**src/rtl/qam64_pkg.sv**
```systemverilog
// Shared constants, level code type and level-to-float32 expansion for the
// 64-QAM hard-decision slicer.
package qam64_pkg;

  localparam logic [31:0] LVL1_F32 = 32'h3F80_0000;
  localparam logic [31:0] LVL3_F32 = 32'h4040_0000;
  localparam logic [31:0] LVL5_F32 = 32'h40A0_0000;
  localparam logic [31:0] LVL7_F32 = 32'h40E0_0000;

  localparam logic [31:0] THR2_F32 = 32'h4000_0000;
  localparam logic [31:0] THR4_F32 = 32'h4080_0000;
  localparam logic [31:0] THR6_F32 = 32'h40C0_0000;
  localparam logic [31:0] THR8_F32 = 32'h4100_0000;

  typedef enum logic [1:0] {
    L1 = 2'd0,
    L3 = 2'd1,
    L5 = 2'd2,
    L7 = 2'd3
  } lvl_e;

  function automatic logic [31:0] lvl_to_f32(input logic sign, input lvl_e lvl);
    logic [31:0] mag;
    unique case (lvl)
      L1:      mag = LVL1_F32;
      L3:      mag = LVL3_F32;
      L5:      mag = LVL5_F32;
      default: mag = LVL7_F32;
    endcase
    return {sign, mag[30:0]};
  endfunction

endpackage

```
**src/rtl/qam64_axis_slice.sv**
```systemverilog
// Combinational single-component slicer: float32 in, sign / level code / clip out.
module qam64_axis_slice
  import qam64_pkg::*;
(
  input  logic [31:0] i_x,
  output logic        o_sign,
  output lvl_e        o_lvl,
  output logic        o_clip
);

  // Magnitude bits of a non-NaN float order the same way as unsigned integers.
  logic [31:0] w_key;
  assign w_key = {1'b0, i_x[30:0]};

  always_comb begin
    o_lvl = L7;
    if (w_key < THR2_F32)      o_lvl = L1;
    else if (w_key < THR4_F32) o_lvl = L3;
    else if (w_key < THR6_F32) o_lvl = L5;
  end

  assign o_sign = i_x[31];
  assign o_clip = (w_key >= THR8_F32);

endmodule

```
**src/rtl/qam64_slicer.sv**
```systemverilog
// 64-QAM hard-decision slicer: two-stage valid/ready pipeline over a pair of
// component slicers, with wrapping symbol and saturating clip counters.
module qam64_slicer
  import qam64_pkg::*;
#(
  parameter int CNT_W  = 32,
  parameter int CLIP_W = 16
) (
  input  logic              clk,
  input  logic              rst_n,
  input  logic              clear,
  input  logic              in_valid,
  output logic              in_ready,
  input  logic [31:0]       in_re,
  input  logic [31:0]       in_im,
  output logic              out_valid,
  input  logic              out_ready,
  output logic [31:0]       out_re,
  output logic [31:0]       out_im,
  output logic              out_clip,
  output logic [CNT_W-1:0]  sym_cnt,
  output logic [CLIP_W-1:0] clip_cnt
);

  function automatic logic [CLIP_W-1:0] sat_inc(input logic [CLIP_W-1:0] v,
                                                input logic inc);
    return (inc && (v != {CLIP_W{1'b1}})) ? v + 1'b1 : v;
  endfunction

  logic w_sign_re, w_sign_im, w_clip_re, w_clip_im;
  lvl_e w_lvl_re, w_lvl_im;

  qam64_axis_slice u_slice_re (
    .i_x    (in_re),
    .o_sign (w_sign_re),
    .o_lvl  (w_lvl_re),
    .o_clip (w_clip_re)
  );

  qam64_axis_slice u_slice_im (
    .i_x    (in_im),
    .o_sign (w_sign_im),
    .o_lvl  (w_lvl_im),
    .o_clip (w_clip_im)
  );

  logic              r_vld_p1, r_sign_re_p1, r_sign_im_p1, r_clip_p1;
  lvl_e              r_lvl_re_p1, r_lvl_im_p1;
  logic              r_vld_p2, r_clip_p2;
  logic [31:0]       r_re_p2, r_im_p2;
  logic [CNT_W-1:0]  r_sym_cnt;
  logic [CLIP_W-1:0] r_clip_cnt;

  logic w_s2_adv, w_in_ready, w_acc, w_hs;
  assign w_s2_adv   = !r_vld_p2 || out_ready;
  assign w_in_ready = !r_vld_p1 || w_s2_adv;
  assign w_acc      = in_valid && w_in_ready;
  assign w_hs       = r_vld_p2 && out_ready;

  // Stage 1: level codes, signs and combined clip flag
  always_ff @(posedge clk or negedge rst_n) begin
    if (!rst_n) begin
      r_vld_p1     <= 1'b0;
      r_sign_re_p1 <= 1'b0;
      r_sign_im_p1 <= 1'b0;
      r_lvl_re_p1  <= L1;
      r_lvl_im_p1  <= L1;
      r_clip_p1    <= 1'b0;
    end else begin
      if (w_in_ready) r_vld_p1 <= in_valid;
      if (w_acc) begin
        r_sign_re_p1 <= w_sign_re;
        r_sign_im_p1 <= w_sign_im;
        r_lvl_re_p1  <= w_lvl_re;
        r_lvl_im_p1  <= w_lvl_im;
        r_clip_p1    <= w_clip_re || w_clip_im;
      end
    end
  end

  // Stage 2: expanded float32 outputs, held while the consumer stalls
  always_ff @(posedge clk or negedge rst_n) begin
    if (!rst_n) begin
      r_vld_p2  <= 1'b0;
      r_re_p2   <= '0;
      r_im_p2   <= '0;
      r_clip_p2 <= 1'b0;
    end else if (w_s2_adv) begin
      r_vld_p2 <= r_vld_p1;
      if (r_vld_p1) begin
        r_re_p2   <= lvl_to_f32(r_sign_re_p1, r_lvl_re_p1);
        r_im_p2   <= lvl_to_f32(r_sign_im_p1, r_lvl_im_p1);
        r_clip_p2 <= r_clip_p1;
      end
    end
  end

  // Statistics: clear wins over a same-cycle handshake
  always_ff @(posedge clk or negedge rst_n) begin
    if (!rst_n) begin
      r_sym_cnt  <= '0;
      r_clip_cnt <= '0;
    end else if (clear) begin
      r_sym_cnt  <= '0;
      r_clip_cnt <= '0;
    end else if (w_hs) begin
      r_sym_cnt  <= r_sym_cnt + 1'b1;
      r_clip_cnt <= sat_inc(r_clip_cnt, r_clip_p2);
    end
  end

  assign in_ready  = w_in_ready;
  assign out_valid = r_vld_p2;
  assign out_re    = r_re_p2;
  assign out_im    = r_im_p2;
  assign out_clip  = r_clip_p2;
  assign sym_cnt   = r_sym_cnt;
  assign clip_cnt  = r_clip_cnt;

endmodule

```
**config.mk**
```make
export PLATFORM = sky130hd
export DESIGN_NAME = qam64_slicer
export DESIGN_NICKNAME = d
export VERILOG_FILES = /design/src/rtl/qam64_pkg.sv /design/src/rtl/qam64_axis_slice.sv /design/src/rtl/qam64_slicer.sv
export SDC_FILE = /design/constraint.sdc
export NUM_CORES = 1
export LEC_CHECK = 0
export ABC_AREA = 1
export BUFFER_PORTS_ARGS = -buffer_cell sky130_fd_sc_hd__buf_2
export CORE_MARGIN = 8
export CORE_UTILIZATION = 52
export DETAILED_ROUTE_END_ITERATION = 10
export GPL_ROUTABILITY_DRIVEN = 0
export PLACE_DENSITY_LB_ADDON = 0.2
export SYNTH_ARGS = -nofsm -noshare
export SYNTH_HDL_FRONTEND = slang
export SYNTH_SLANG_ARGS = --single-unit
```
**constraint.sdc**
```tcl
create_clock -name clk -period 4.6 [get_ports clk]
set_input_delay 0.23 -clock clk [delete_from_list [all_inputs] [get_ports clk]]
set_output_delay 0.23 -clock clk [all_outputs]
set_load 0.005 [all_outputs]
```
Word level (Yosys, flattened, before mapping)
Index checks and enable logic that the tools add are counted.
{ "totals": {"inputBits": 69, "regBits": 122, "output_inout_bits": 115} }
{ "classes": {"mux": 13, "n_lt_le_gt_ge": 8, "add_sub_neg": 2, "n_eq_ne": 5, "n_reduce_logical": 14} }
{ "op_table": {"columns": ["cell", "n"], "rows": [
  ["< comparator 31 bit, second input constant", 6],
  ["case mux 31 bit (3 select lines)", 2],
  ["2-to-1 mux 32 bit", 2],
  ["greater-or-equal comparator 31 bit, second input constant", 2],
  ["2-to-1 mux 16 bit", 3],
  ["adder 32 x 1 -> 32 bit, second input constant", 1],
  ["adder 16 x 1 -> 16 bit, second input constant", 1],
  ["!= test 16 bit, second input constant", 1],
  ["2-to-1 mux 2 bit", 4],
  ["equality test 2 x 1 -> 1 bit, second input constant", 2],
  ["equality test 2 bit, second input constant", 2],
  ["logical NOT 2 bit", 2],
  ["AND reduction 2 bit", 2],
  ["nonzero test 2 bit", 2],
  ["logical AND 1 bit", 3],
  ["logical OR 1 bit", 3],
  ["logical NOT 1 bit", 2],
  ["2-to-1 mux 1 bit", 2]
]} }

Logic depth before layout (Yosys ltp)
{ "depth": {"word_depth": 5, "depth_mapped": 11, "depth_no_buf": 10} }

Cells and area by module
Synthesis repeated with hierarchy kept, for this count alone.
{ "hier_totals": {"cells_unflattened": 611, "area_unflattened_um2": 4336.7} }
{ "by_module_without_submodules": {"columns": ["module", "seq_area_each_um2", "area_each_um2", "n_inst", "cells_per_inst"], "rows": [
  ["qam64_slicer", 1751.7, 4141.5, 1, 571],
  ["qam64_axis_slice", 0.0, 97.6, 2, 20]
]} }

Least setup slack after synthesis
OpenSTA, ideal clock, no wires.
{ "synth_path": {"path_type": "register to register", "start": "register r_clip_cnt[0] (netlist: clip_cnt[0])", "end": "register r_clip_cnt[10] (netlist: clip_cnt[10])", "stages_incl_launch_ff": 12, "path_slack_ns": 3.091, "arrival_ns": 1.392, "t_required_ns": 4.483, "path_cell_list": "dfrtp_1 -> ha_1 -> nand2_1 -> nor2_2 -> nand2_2 -> nor2_4 -> nand2_2 -> nand2_4 -> nand2_2 -> buf_6 -> nand2_1 -> nand2_1"} }
{ "synth_via": {"elab_chain_len": 4, "elab_cells_between_ends": 8, "classes_between": "1 x add/sub; 1 x eq/ne; 3 x mux; 3 x reduce/logical"} }
{ "synth_lines": {"columns": ["element", "line", "rtl"], "rows": [
  ["from (decl)", "qam64_slicer.sv:52", "logic [CLIP_W-1:0] r_clip_cnt;"],
  ["from (signal assigned)", "qam64_slicer.sv:108", "r_clip_cnt <= sat_inc(r_clip_cnt, r_clip_p2);"],
  ["adder 16 x 1 -> 16 bit or != test 16 bit (tied branches)", "qam64_slicer.sv:27", "return (inc && (v != {CLIP_W{1'b1}})) ? v + 1'b1 : v;"],
  ["2-to-1 mux 16 bit or logical AND 1 bit (tied branches)", "qam64_slicer.sv:27", null],
  ["2-to-1 mux 16 bit or nonzero test 2 bit (tied branches)", null, null],
  ["2-to-1 mux 16 bit or AND reduction 2 bit (tied branches)", null, null]
]} }
Several ways; a longest one is shown, not always the timed one. The select of a mux whose other input is x is not followed.
A chain may end at the register's enable or synchronous reset.

Worst setup path after layout
{ "layout_path": {"start": "register r_clip_cnt[0] (netlist: clip_cnt[0])", "end": "register r_clip_cnt[3] (netlist: clip_cnt[3])"} }
Same word-level chain as after synthesis.

==> results.cfg <==
[placed_design]
dp_hpwl_mm = 8.04
numPortBuffers = 97
placed_cells_incl_taps = 770
placed_area_sq_mm = 0.00457

[yosys]
yosys.area.top_type = dfrtp_1
netlist.area_leader.share_pct = 41.4
ys_warn_count = 0
ys_seq_area_share_pct = 41.4
postSynthCellCount = 587
ys_types = 35
synth_seq_cells = 70
synthFlopType = dfrtp_1
synth_area_leaders = dfrtp_1 (41%), nand2_1 (13%), buf_4 (9.2%), nor2_1 (8.2%), inv_1 (5.0%)
synth_area_sq_mm = 0.00423
synth_edf_count = 0
synth_area_per_cell_sq_um = 7.21
ys_async_sr_fraction_pct = 100

[global_route]
grt_first_pass_wirelength_mm = 17.7
grt_use_met3_pct = 4.54
grt_overflow_total = 0
grt_pass1_vias = 3850
grt-busiest-layer = met2
grt_use_total_pct = 18.7
antenna_found_initial = 0
grt_max_degree = 49
use_met2_pct = 31.7
grtUsageMet1_pct = 22.8

[layout]
antenna_cells = 0
area_delta_synth_final_pct = 13.1
final_cells = 787
final_nets = 748
drive_above_1_share_pct = 19.4
design_area_sq_mm = 0.00479

[flow_run]
drv_cap = 0

[setup_path]
end_kind = flop
crit_path_start_kind = flop
r2r-start = clip_cnt[0]
setup.worst_path.class = flop to flop
crit_fanout = 14
cp-startpoint = clip_cnt[0]
cp_data_arrival_time_ns = 2.11
worstPathRequired_ns = 4.85

[drt]
antenna_left = 0
route.detailed.wl_per_inst_microns = 13.4
drt_pass1_iterations = 4
wl_mm = 10.5
routed_via_density = 4.97
drc = 0
dr_total_vias = 3909
drt_iter0_markers = 184

[timing]
whs_ns = 0.0869
worstMarginPinSlew_ns = 0.777
period_share_pct = 40.5
fin_crit_ns = 1.86
hold_viol = 0
rsz0062_at_grt = no
skew_ns = 0.00994
setup_viol = 0
max_freq_ghz = 0.537
finalMaxSlewViolations = 0
relSlewSlack_pct = 48.1
setup_tns_ns = 0

[clock_tree]
cts.sinks = 70
cts-root-buf = clkbuf_8
cts.clk_slew.worst_paths_ns = 0.09
cts_buffers = 9
htree_levels = 3
clk-insertion-delay-late_ns = 0.35
cts_setup_buffers = 0
cts_buffer_depth = 2
cts_tree = done

[floorplanning]
core_sq_mm = 0.00805
row_count = 33
ioPinCount = 184
dieArea_sq_mm = 0.0113
fp.dieH_microns = 106
die_x_microns = 106
initial_core_util_pct = 52.6

[min_path]
min_from = in_im[31]
hold_path.class = primary input to flop

[power]
leakagePower_uw = 0.00250
vdd_drop_max_mv = 0.190
p_per_area_mw_per_mm2 = 307

[run_status]
status = complete, no violations
==> cell usage in the layout, fill, tap and decap left out, types with 6 or more instances in the layout <==
cell type and n:
nor3_1 15, o21ai_1 10, inv_1 56, a21oi_1 19, conb_1 42, nand2_1 151, nand3_1 40, dfrtp_1 70
nor2_1 93, nor2_2 6, buf_2 97, clkbuf_8 9, nand4_1 13, o21ai_0 11, xor2_1 8
==> cells in the mapped netlist, types with 2 or more instances <==
library cell and number:
inv_2 3, nand2_1 151, a31oi_1 3, a211oi_1 2, clkbuf_1 6, nand3_1 40, nor2_1 93, inv_1 56
o21ai_0 11, o21bai_1 2, o22ai_1 2, o21ai_1 10, nor3b_1 4, o21ai_2 2, buf_6 2, nand2_2 4
nand4_1 13, ha_1 2, nor3_1 15, xor2_1 8, nor2_2 6, a21oi_1 19, buf_4 52, dfrtp_1 70
==> kinds of logic (layout without fill, tap and decap cells) <==
| group | count (synthesis) | in the layout | share of synthesized area [%] |
|---|---|---|---|
| compound gates | 55 | 55 | 7.45 |
| xor+xnor | 8 | 8 | 1.65 |
| fa+ha+maj | 2 | 2 | 0.591 |
| buf+inv | 120 | 174 | 15.6 |
| flops | 70 | 70 | 41.4 |
| other cells | 1 | 42 | 0.0886 |
| simple gates | 331 | 331 | 33.2 |
==> path summary, 6_finish.rpt <==
kind	endpoint	slack (ns)	cells past startpoint
worst min-delay path	r_sign_im_p1	0.09	3
min in group asynchronous	sym_cnt[6]	0.38	2
worst max register to register	clip_cnt[3]	2.74	10
max in group asynchronous	r_vld_p1	3.24	3
worst max-delay path	clip_cnt[3]	2.74	10
worst min register to register	out_im[31]	0.48	2
==> layout make-up <==
class | instances | area (sq um)
Inverter | 59 | 221
Timing Repair Buffer | 99 | 503
Clock inverter | 7 | 80.1
Tap cell | 105 | 131
Multi-Input combinational cell | 438 | 1980
Sequential cell | 70 | 1750
Fill cell | 791 | 3260
Clock buffer | 9 | 124
==> state kept, by name, summed over array words and instances (netlist names) <==
signal,flops
out_clip,1
r_sign_im_p1,1
r_sign_re_p1,1
out_im,6
out_re,6
r_vld_p1,1
clip_cnt,16
sym_cnt,32
out_valid,1
r_lvl_re_p1,2
r_clip_p1,1
r_lvl_im_p1,2
==> through the flow <==
stage	setup WS [ns]	total power, uW	util [%]
after floorplan	3.09	902	-
after global placement	2.78	957	56.8
after detailed placement	2.76	967	56.8
after CTS	2.73	1480	59.5
after global routing	2.56	1550	59.5
final	2.74	1470	59.5
==> report_power, final <==
part	leakage, uW	internal (uW)	switching, uW	total (uW)
logic	0.00147	93.6	147	240
clock network	0.0000964	256	261	517
registers	0.000929	670	41.1	711
total	0.00250	1020	449	1470
==> repair_timing <==
action	in CTS	in global routing
hold buffers	1	0
endpoints found under the hold margin	22	0
resized for setup	0	0
==> worst max-delay path, cell delays in order (launching register included) <==
cell and delay [ns]:
dfrtp_1 0.42, ha_1 0.23, nand2_1 0.08, nor2_2 0.13
nand2_2 0.11, nor2_4 0.13, nand2_2 0.08, nand2_4 0.18
nand2_2 0.20, nand2_1 0.15, o21ai_2 0.05
==> routing by layer <==
layer / vias up / share of wire, %
met5: - / 0
met4: 0 / 1.3
met3: 13 / 6.6
met2: 117 / 49
met1: 1812 / 43
li1: 1967 / -
Note: power is estimated with default switching activity, not from simulation.
